==> src/rtl/mem_access_stage.sv <==
// Memory-access stage: aligns stores, extends loads, runs a req/ack handshake with data memory.
// Latency 1 for non-memory/misaligned ops, 2+ for memory ops; ex_ready is low while an access is outstanding.
module mem_access_stage #(
  parameter int ACK_TIMEOUT = 255
) (
  input  logic        clk,
  input  logic        rst_n,
  input  logic        ex_valid,
  output logic        ex_ready,
  input  logic [31:0] alu_c,
  input  logic [31:0] store_data,
  input  logic        mem_read,
  input  logic        mem_write,
  input  logic [2:0]  funct3,
  input  logic [4:0]  rd,
  input  logic        reg_write,
  output logic        dmem_req,
  output logic        dmem_we,
  output logic [31:0] dmem_addr,
  output logic [31:0] dmem_wdata,
  output logic [3:0]  dmem_be,
  input  logic        dmem_ack,
  input  logic [31:0] dmem_rdata,
  output logic        wb_valid,
  output logic        wb_we,
  output logic [4:0]  wb_rd,
  output logic [31:0] wb_data,
  output logic        misalign,
  output logic        bus_err
);

  typedef enum logic {IDLE, WAIT} state_t;

  typedef struct packed {
    logic [1:0] off;
    logic [2:0] funct3;
    logic [4:0] rd;
    logic       store;
  } acc_t;

  localparam logic [7:0] TIMEOUT = 8'(ACK_TIMEOUT);

  state_t      state, state_nxt;
  acc_t        acc_q, acc_nxt;
  logic [7:0]  cnt_q, cnt_nxt;
  logic [7:0]  cnt_inc;

  logic        dmem_req_nxt, dmem_we_nxt;
  logic [31:0] dmem_addr_nxt, dmem_wdata_nxt;
  logic [3:0]  dmem_be_nxt;
  logic        wb_valid_nxt, wb_we_nxt, misalign_nxt, bus_err_nxt;
  logic [4:0]  wb_rd_nxt;
  logic [31:0] wb_data_nxt;

  logic        is_mem, is_store, legal, aligned;
  logic [3:0]  st_be;
  logic [31:0] st_wdata;
  logic [31:0] lane;
  logic [31:0] ld_data;

  assign ex_ready = (state == IDLE);
  assign is_mem   = mem_read | mem_write;
  assign is_store = mem_write & ~mem_read;
  assign cnt_inc  = cnt_q + 8'd1;
  assign lane     = dmem_rdata >> {acc_q.off, 3'b000};

  // Store-only widths are 000/001/010; the unsigned encodings exist only for loads.
  always_comb begin
    legal = 1'b0;
    case (funct3)
      3'b000, 3'b001, 3'b010: legal = 1'b1;
      3'b100, 3'b101:         legal = ~is_store;
      default:                legal = 1'b0;
    endcase
  end

  always_comb begin
    aligned  = 1'b0;
    st_be    = 4'b1111;
    st_wdata = store_data;
    case (funct3[1:0])
      2'b00: begin
        aligned  = 1'b1;
        st_be    = 4'b0001 << alu_c[1:0];
        st_wdata = {4{store_data[7:0]}};
      end
      2'b01: begin
        aligned  = ~alu_c[0];
        st_be    = alu_c[1] ? 4'b1100 : 4'b0011;
        st_wdata = {2{store_data[15:0]}};
      end
      2'b10: aligned = (alu_c[1:0] == 2'b00);
      default: aligned = 1'b0;
    endcase
  end

  always_comb begin
    case (acc_q.funct3)
      3'b000:  ld_data = {{24{lane[7]}}, lane[7:0]};
      3'b001:  ld_data = {{16{lane[15]}}, lane[15:0]};
      3'b100:  ld_data = {24'd0, lane[7:0]};
      3'b101:  ld_data = {16'd0, lane[15:0]};
      default: ld_data = dmem_rdata;
    endcase
  end

  always_comb begin
    state_nxt      = state;
    acc_nxt        = acc_q;
    cnt_nxt        = cnt_q;
    dmem_req_nxt   = dmem_req;
    dmem_we_nxt    = dmem_we;
    dmem_addr_nxt  = dmem_addr;
    dmem_wdata_nxt = dmem_wdata;
    dmem_be_nxt    = dmem_be;
    wb_valid_nxt   = 1'b0;
    wb_we_nxt      = 1'b0;
    wb_rd_nxt      = wb_rd;
    wb_data_nxt    = wb_data;
    misalign_nxt   = 1'b0;
    bus_err_nxt    = 1'b0;
    case (state)
      IDLE: begin
        if (ex_valid) begin
          if (!is_mem) begin
            wb_valid_nxt = 1'b1;
            wb_we_nxt    = reg_write && (rd != 5'd0);
            wb_rd_nxt    = rd;
            wb_data_nxt  = alu_c;
          end else if (!(legal && aligned)) begin
            wb_valid_nxt = 1'b1;
            misalign_nxt = 1'b1;
            wb_rd_nxt    = rd;
            wb_data_nxt  = 32'd0;
          end else begin
            acc_nxt        = '{off: alu_c[1:0], funct3: funct3, rd: rd, store: is_store};
            cnt_nxt        = 8'd0;
            dmem_req_nxt   = 1'b1;
            dmem_we_nxt    = is_store;
            dmem_addr_nxt  = {alu_c[31:2], 2'b00};
            dmem_be_nxt    = is_store ? st_be : 4'b1111;
            dmem_wdata_nxt = is_store ? st_wdata : 32'd0;
            state_nxt      = WAIT;
          end
        end
      end
      WAIT: begin
        // An ack on the final counted cycle wins over the timeout.
        if (dmem_ack) begin
          dmem_req_nxt = 1'b0;
          wb_valid_nxt = 1'b1;
          wb_rd_nxt    = acc_q.rd;
          wb_we_nxt    = ~acc_q.store && (acc_q.rd != 5'd0);
          wb_data_nxt  = acc_q.store ? 32'd0 : ld_data;
          state_nxt    = IDLE;
        end else if (cnt_inc == TIMEOUT) begin
          dmem_req_nxt = 1'b0;
          wb_valid_nxt = 1'b1;
          bus_err_nxt  = 1'b1;
          wb_rd_nxt    = acc_q.rd;
          wb_data_nxt  = 32'd0;
          state_nxt    = IDLE;
        end else begin
          cnt_nxt = cnt_inc;
        end
      end
      default: state_nxt = IDLE;
    endcase
  end

  always_ff @(posedge clk or negedge rst_n) begin
    if (!rst_n) begin
      state      <= IDLE;
      acc_q      <= '0;
      cnt_q      <= 8'd0;
      dmem_req   <= 1'b0;
      dmem_we    <= 1'b0;
      dmem_addr  <= 32'd0;
      dmem_wdata <= 32'd0;
      dmem_be    <= 4'd0;
      wb_valid   <= 1'b0;
      wb_we      <= 1'b0;
      wb_rd      <= 5'd0;
      wb_data    <= 32'd0;
      misalign   <= 1'b0;
      bus_err    <= 1'b0;
    end else begin
      state      <= state_nxt;
      acc_q      <= acc_nxt;
      cnt_q      <= cnt_nxt;
      dmem_req   <= dmem_req_nxt;
      dmem_we    <= dmem_we_nxt;
      dmem_addr  <= dmem_addr_nxt;
      dmem_wdata <= dmem_wdata_nxt;
      dmem_be    <= dmem_be_nxt;
      wb_valid   <= wb_valid_nxt;
      wb_we      <= wb_we_nxt;
      wb_rd      <= wb_rd_nxt;
      wb_data    <= wb_data_nxt;
      misalign   <= misalign_nxt;
      bus_err    <= bus_err_nxt;
    end
  end

endmodule

==> config.mk <==
export PLATFORM = sky130hd
export DESIGN_NAME = mem_access_stage
export DESIGN_NICKNAME = d
export VERILOG_FILES = /design/src/rtl/mem_access_stage.sv
export SDC_FILE = /design/constraint.sdc
export NUM_CORES = 1
export LEC_CHECK = 0
export BUFFER_PORTS_ARGS = -buffer_cell sky130_fd_sc_hd__buf_2
export CAP_MARGIN = 20
export CORE_ASPECT_RATIO = 1.2
export CORE_MARGIN = 1.5
export CORE_UTILIZATION = 51
export CTS_CLUSTER_SIZE = 8
export DETAILED_ROUTE_END_ITERATION = 8
export HOLD_SLACK_MARGIN = 0.08
export PLACE_DENSITY_LB_ADDON = 0.3
export SLEW_MARGIN = 20
export SYNTH_ARGS = -nofsm -noshare
export SYNTH_HDL_FRONTEND = slang
export SYNTH_SLANG_ARGS = --single-unit
==> constraint.sdc <==
create_clock -name clk -period 2.37 [get_ports clk]
set_input_delay 0.1185 -clock clk [delete_from_list [all_inputs] [get_ports clk]]
set_output_delay 0.1185 -clock clk [all_outputs]
set_load 0.01 [all_outputs]
==> flow_metrics.env <==
export IMPL_maxClockFrequency_mhz=444.1
export IMPL_synth_top_cells_by_count="sky130_fd_sc_hd__nand2_1 (165), sky130_fd_sc_hd__dfrtp_1 (128), sky130_fd_sc_hd__o21ai_0 (45), sky130_fd_sc_hd__nor2_1 (29), sky130_fd_sc_hd__mux2i_1 (28)"
export IMPL_p_per_area_nw_per_um2=831.1
export IMPL_crit_path_max_fanout=10
export IMPL_overall_routing_resource_usage=0.3184
export IMPL_htreeDepth=4
export IMPL_io_buffers=220
export IMPL_max_cap_violations=0
export IMPL_floorplan_initialDensity=0.5257
export IMPL_grt_pass1_wl_um=33100
export IMPL_dr_total_vias=6412
export IMPL_insertion_delay_ps=410
export IMPL_fin_skew_ps=7.953
export IMPL_firstDrtPassIters=7
export IMPL_detail_route_vias_per_cell=5.664
export IMPL_critical_path_endpoint_type="register"
export IMPL_timing_max_transition_violations_final=0
export IMPL_hold_ws_ps=97.31
export IMPL_synth_warning_count=0
export IMPL_p_leak_uw=0.004558
export IMPL_postSynthRegisterBits=128
export IMPL_syn_std_cell_area_um2=6396
export IMPL_async_reset_ff_frac=1.000
export IMPL_cts_path_max_buffers=2
export IMPL_synth_lib_cells_used_distinct=65
export IMPL_synth_seq_area_share=0.5008
export IMPL_setup_violations=0
export IMPL_area_overhead_vs_synth_pct=42.76
export IMPL_total_power_uw=7589
export IMPL_antenna_cells=0
export IMPL_dieArea_um2=13220
export IMPL_core_um2=12170
export IMPL_totalNegativeSetupSlack_ps=0
export IMPL_grt_overflow_total=0
export IMPL_worst_setup_path_start_kind="register"
export IMPL_synth_top_cells_by_area="sky130_fd_sc_hd__dfrtp_1 (50%), sky130_fd_sc_hd__nand2_1 (9.7%), sky130_fd_sc_hd__mux2i_1 (4.4%)"
export IMPL_floorplan_io_pins=223
export IMPL_timing_final_crit_share=0.9501
export IMPL_die_width_um=105.2
export IMPL_timing_worst_setup_path_type="register to register"
export IMPL_timing_worst_slew_pin_value_ps=737.9
export IMPL_ys_flop_type="sky130_fd_sc_hd__dfrtp_1"
export IMPL_fin_nets=1072
export IMPL_cts_reportedPaths_clkPinSlew_ps=60
export IMPL_clock_root_buffer="sky130_fd_sc_hd__clkbuf_16"
export IMPL_place_congestion=0.8932
export IMPL_drt_first_iter_violations=402
export IMPL_detail_route_wirelength_um=20910
export IMPL_cts_made_buffers=17
export IMPL_synth_edff_count=0
export IMPL_cts_sinks=128
export IMPL_outcome="complete, no violations"
export IMPL_synth_cells=651
export IMPL_row_count=44
export IMPL_synth_area_per_cell_um2=9.825
export IMPL_die_height_um=125.7
export IMPL_clock_tree_from_tritoncts="yes"
export IMPL_synth_largest_area_cell="sky130_fd_sc_hd__dfrtp_1"
export IMPL_drt_antenna_violating_nets=0
export IMPL_first_global_vias=6565
export IMPL_rsz0062_at_grt="no"
export IMPL_synth_most_common_cell="sky130_fd_sc_hd__nand2_1"
export IMPL_layout_drive_gt1_share=0.3357
export IMPL_synth_top_cell_area_share=0.5008
export IMPL_required_ps=2650
export IMPL_finalHoldViolCount=0
export IMPL_worstPathArrival_ps=2530
export IMPL_average_routed_wire_per_standard_cell_um=18.47
export IMPL_drc=0
export IMPL_max_vdd_ir_drop_mv=0.4318
export IMPL_dp_hpwl_um=14310
export IMPL_antenna_violations_before_repair=1
export IMPL_maxSlewHeadroom=0.5029
export IMPL_timing_final_crit_period_ps=2252
export IMPL_worstHoldPathType="input pin to register"
export IMPL_pin_count_of_the_biggest_net_entering_global_routing=67
[stage by stage]
step	worst slack [ps]	util	std cells	instance area, µm²
after global placement	202.5	0.6368	1018	7747
final	118.3	0.7505	1132	9131
after CTS	62.88	0.7491	1130	9114
after global routing	9.770	0.7505	1132	9131
after detailed placement	133.0	0.6368	1018	7747
after floorplan	183.7	-	652	6400
[final timing paths]
kind,startpoint,slack (ps),cells past startpoint,to
hold / removal,dmem_rdata[24],100,3,wb_data[24]
min in group asynchronous,rst_n,260,2,wb_data[27]
setup reg to reg,cnt_q[1],120,8,wb_data[3]
hold reg to reg,dmem_addr[17],470,2,dmem_addr[17]
setup / recovery,cnt_q[1],120,8,wb_data[3]
max in group asynchronous,rst_n,1260,3,dmem_wdata[19]
[flip-flops by register name (all words and copies together) (netlist names)]
signal	cells
dmem_wdata	32
wb_data	32
dmem_addr	30
acc_q	11
cnt_q	8
wb_rd	5
dmem_be	4
bus_err	1
dmem_req	1
misalign	1
state	1
wb_valid	1
wb_we	1
[worst max-delay path: stages, from the launching register on]
cell                      delay [ps]
sky130_fd_sc_hd__dfrtp_1         350
sky130_fd_sc_hd__ha_2            230
sky130_fd_sc_hd__nand3_1         140
sky130_fd_sc_hd__nor2_2          150
sky130_fd_sc_hd__xor2_2          240
sky130_fd_sc_hd__nand4_4         220
sky130_fd_sc_hd__a21oi_4         180
sky130_fd_sc_hd__buf_4           220
sky130_fd_sc_hd__mux2_1          370
[cell families after synthesis]
group,share of synthesized area
compound gates,0.1948
xor+xnor,0.003913
fa+ha+maj,0.003912
buf+inv,0.03599
flops,0.5008
mux,0.09311
other cells,0.0005863
simple gates,0.1669
[where the power goes]
group          switching [µW]  total (µW)  internal (µW)
combinational            1150        2150           1000
clock                     944        2480           1540
sequential                314        2950           2640
[layout make-up]
cell class	instances	area, µm²
Sequential cell	128	3203
Multi-Input combinational cell	474	2992
Clock inverter	10	115.1
Timing Repair Buffer	327	2138
Fill cell	806	3035
Inverter	11	41.29
Clock buffer	21	440.4
Tap cell	161	201.4
[metal layers]
| layer | share of wire | vias to the layer above | track usage |
|---|---|---|---|
| met4 | 0.026 | 2 | 0.1096 |
| met1 | 0.38 | 3102 | 0.3632 |
| met2 | 0.52 | 354 | 0.5852 |
| li1 | - | 2893 | - |
| met3 | 0.072 | 61 | 0.06988 |
| met5 | 0.00062 | - | 0 |
[placed cells by master, fill, tap and decap left out, types with 3 or more instances in the layout]
cell and instances:
sky130_fd_sc_hd__buf_2 219, sky130_fd_sc_hd__a21oi_1 24, sky130_fd_sc_hd__o21ai_0 45, sky130_fd_sc_hd__buf_4 24, sky130_fd_sc_hd__clkinv_4 4, sky130_fd_sc_hd__a22o_1 8, sky130_fd_sc_hd__o22a_1 7, sky130_fd_sc_hd__clkinv_2 4
sky130_fd_sc_hd__nand2_1 165, sky130_fd_sc_hd__nor3_1 4, sky130_fd_sc_hd__clkbuf_1 4, sky130_fd_sc_hd__o21a_1 4, sky130_fd_sc_hd__or4_1 3, sky130_fd_sc_hd__dlygate4sd3_1 81, sky130_fd_sc_hd__o22ai_1 7, sky130_fd_sc_hd__nor3_2 3
sky130_fd_sc_hd__inv_1 8, sky130_fd_sc_hd__mux2_1 14, sky130_fd_sc_hd__a22oi_1 16, sky130_fd_sc_hd__nand2b_1 11, sky130_fd_sc_hd__clkbuf_16 17, sky130_fd_sc_hd__mux2i_1 28, sky130_fd_sc_hd__o21ai_1 21, sky130_fd_sc_hd__dfrtp_1 128
sky130_fd_sc_hd__a2bb2oi_2 16, sky130_fd_sc_hd__inv_2 3, sky130_fd_sc_hd__nand3_1 12, sky130_fd_sc_hd__mux2_2 12, sky130_fd_sc_hd__nor2_1 29
[repair_timing]
| item | CTS | global route |
|---|---|---|
| buffers inserted | 0 | 2 |
| endpoints found under the hold margin | 155 | 0 |
| hold buffers | 81 | 0 |
| endpoints found under the setup margin | 0 | 24 |
| resized for setup | 0 | 1 |
Power figures use the tool's default switching activity.
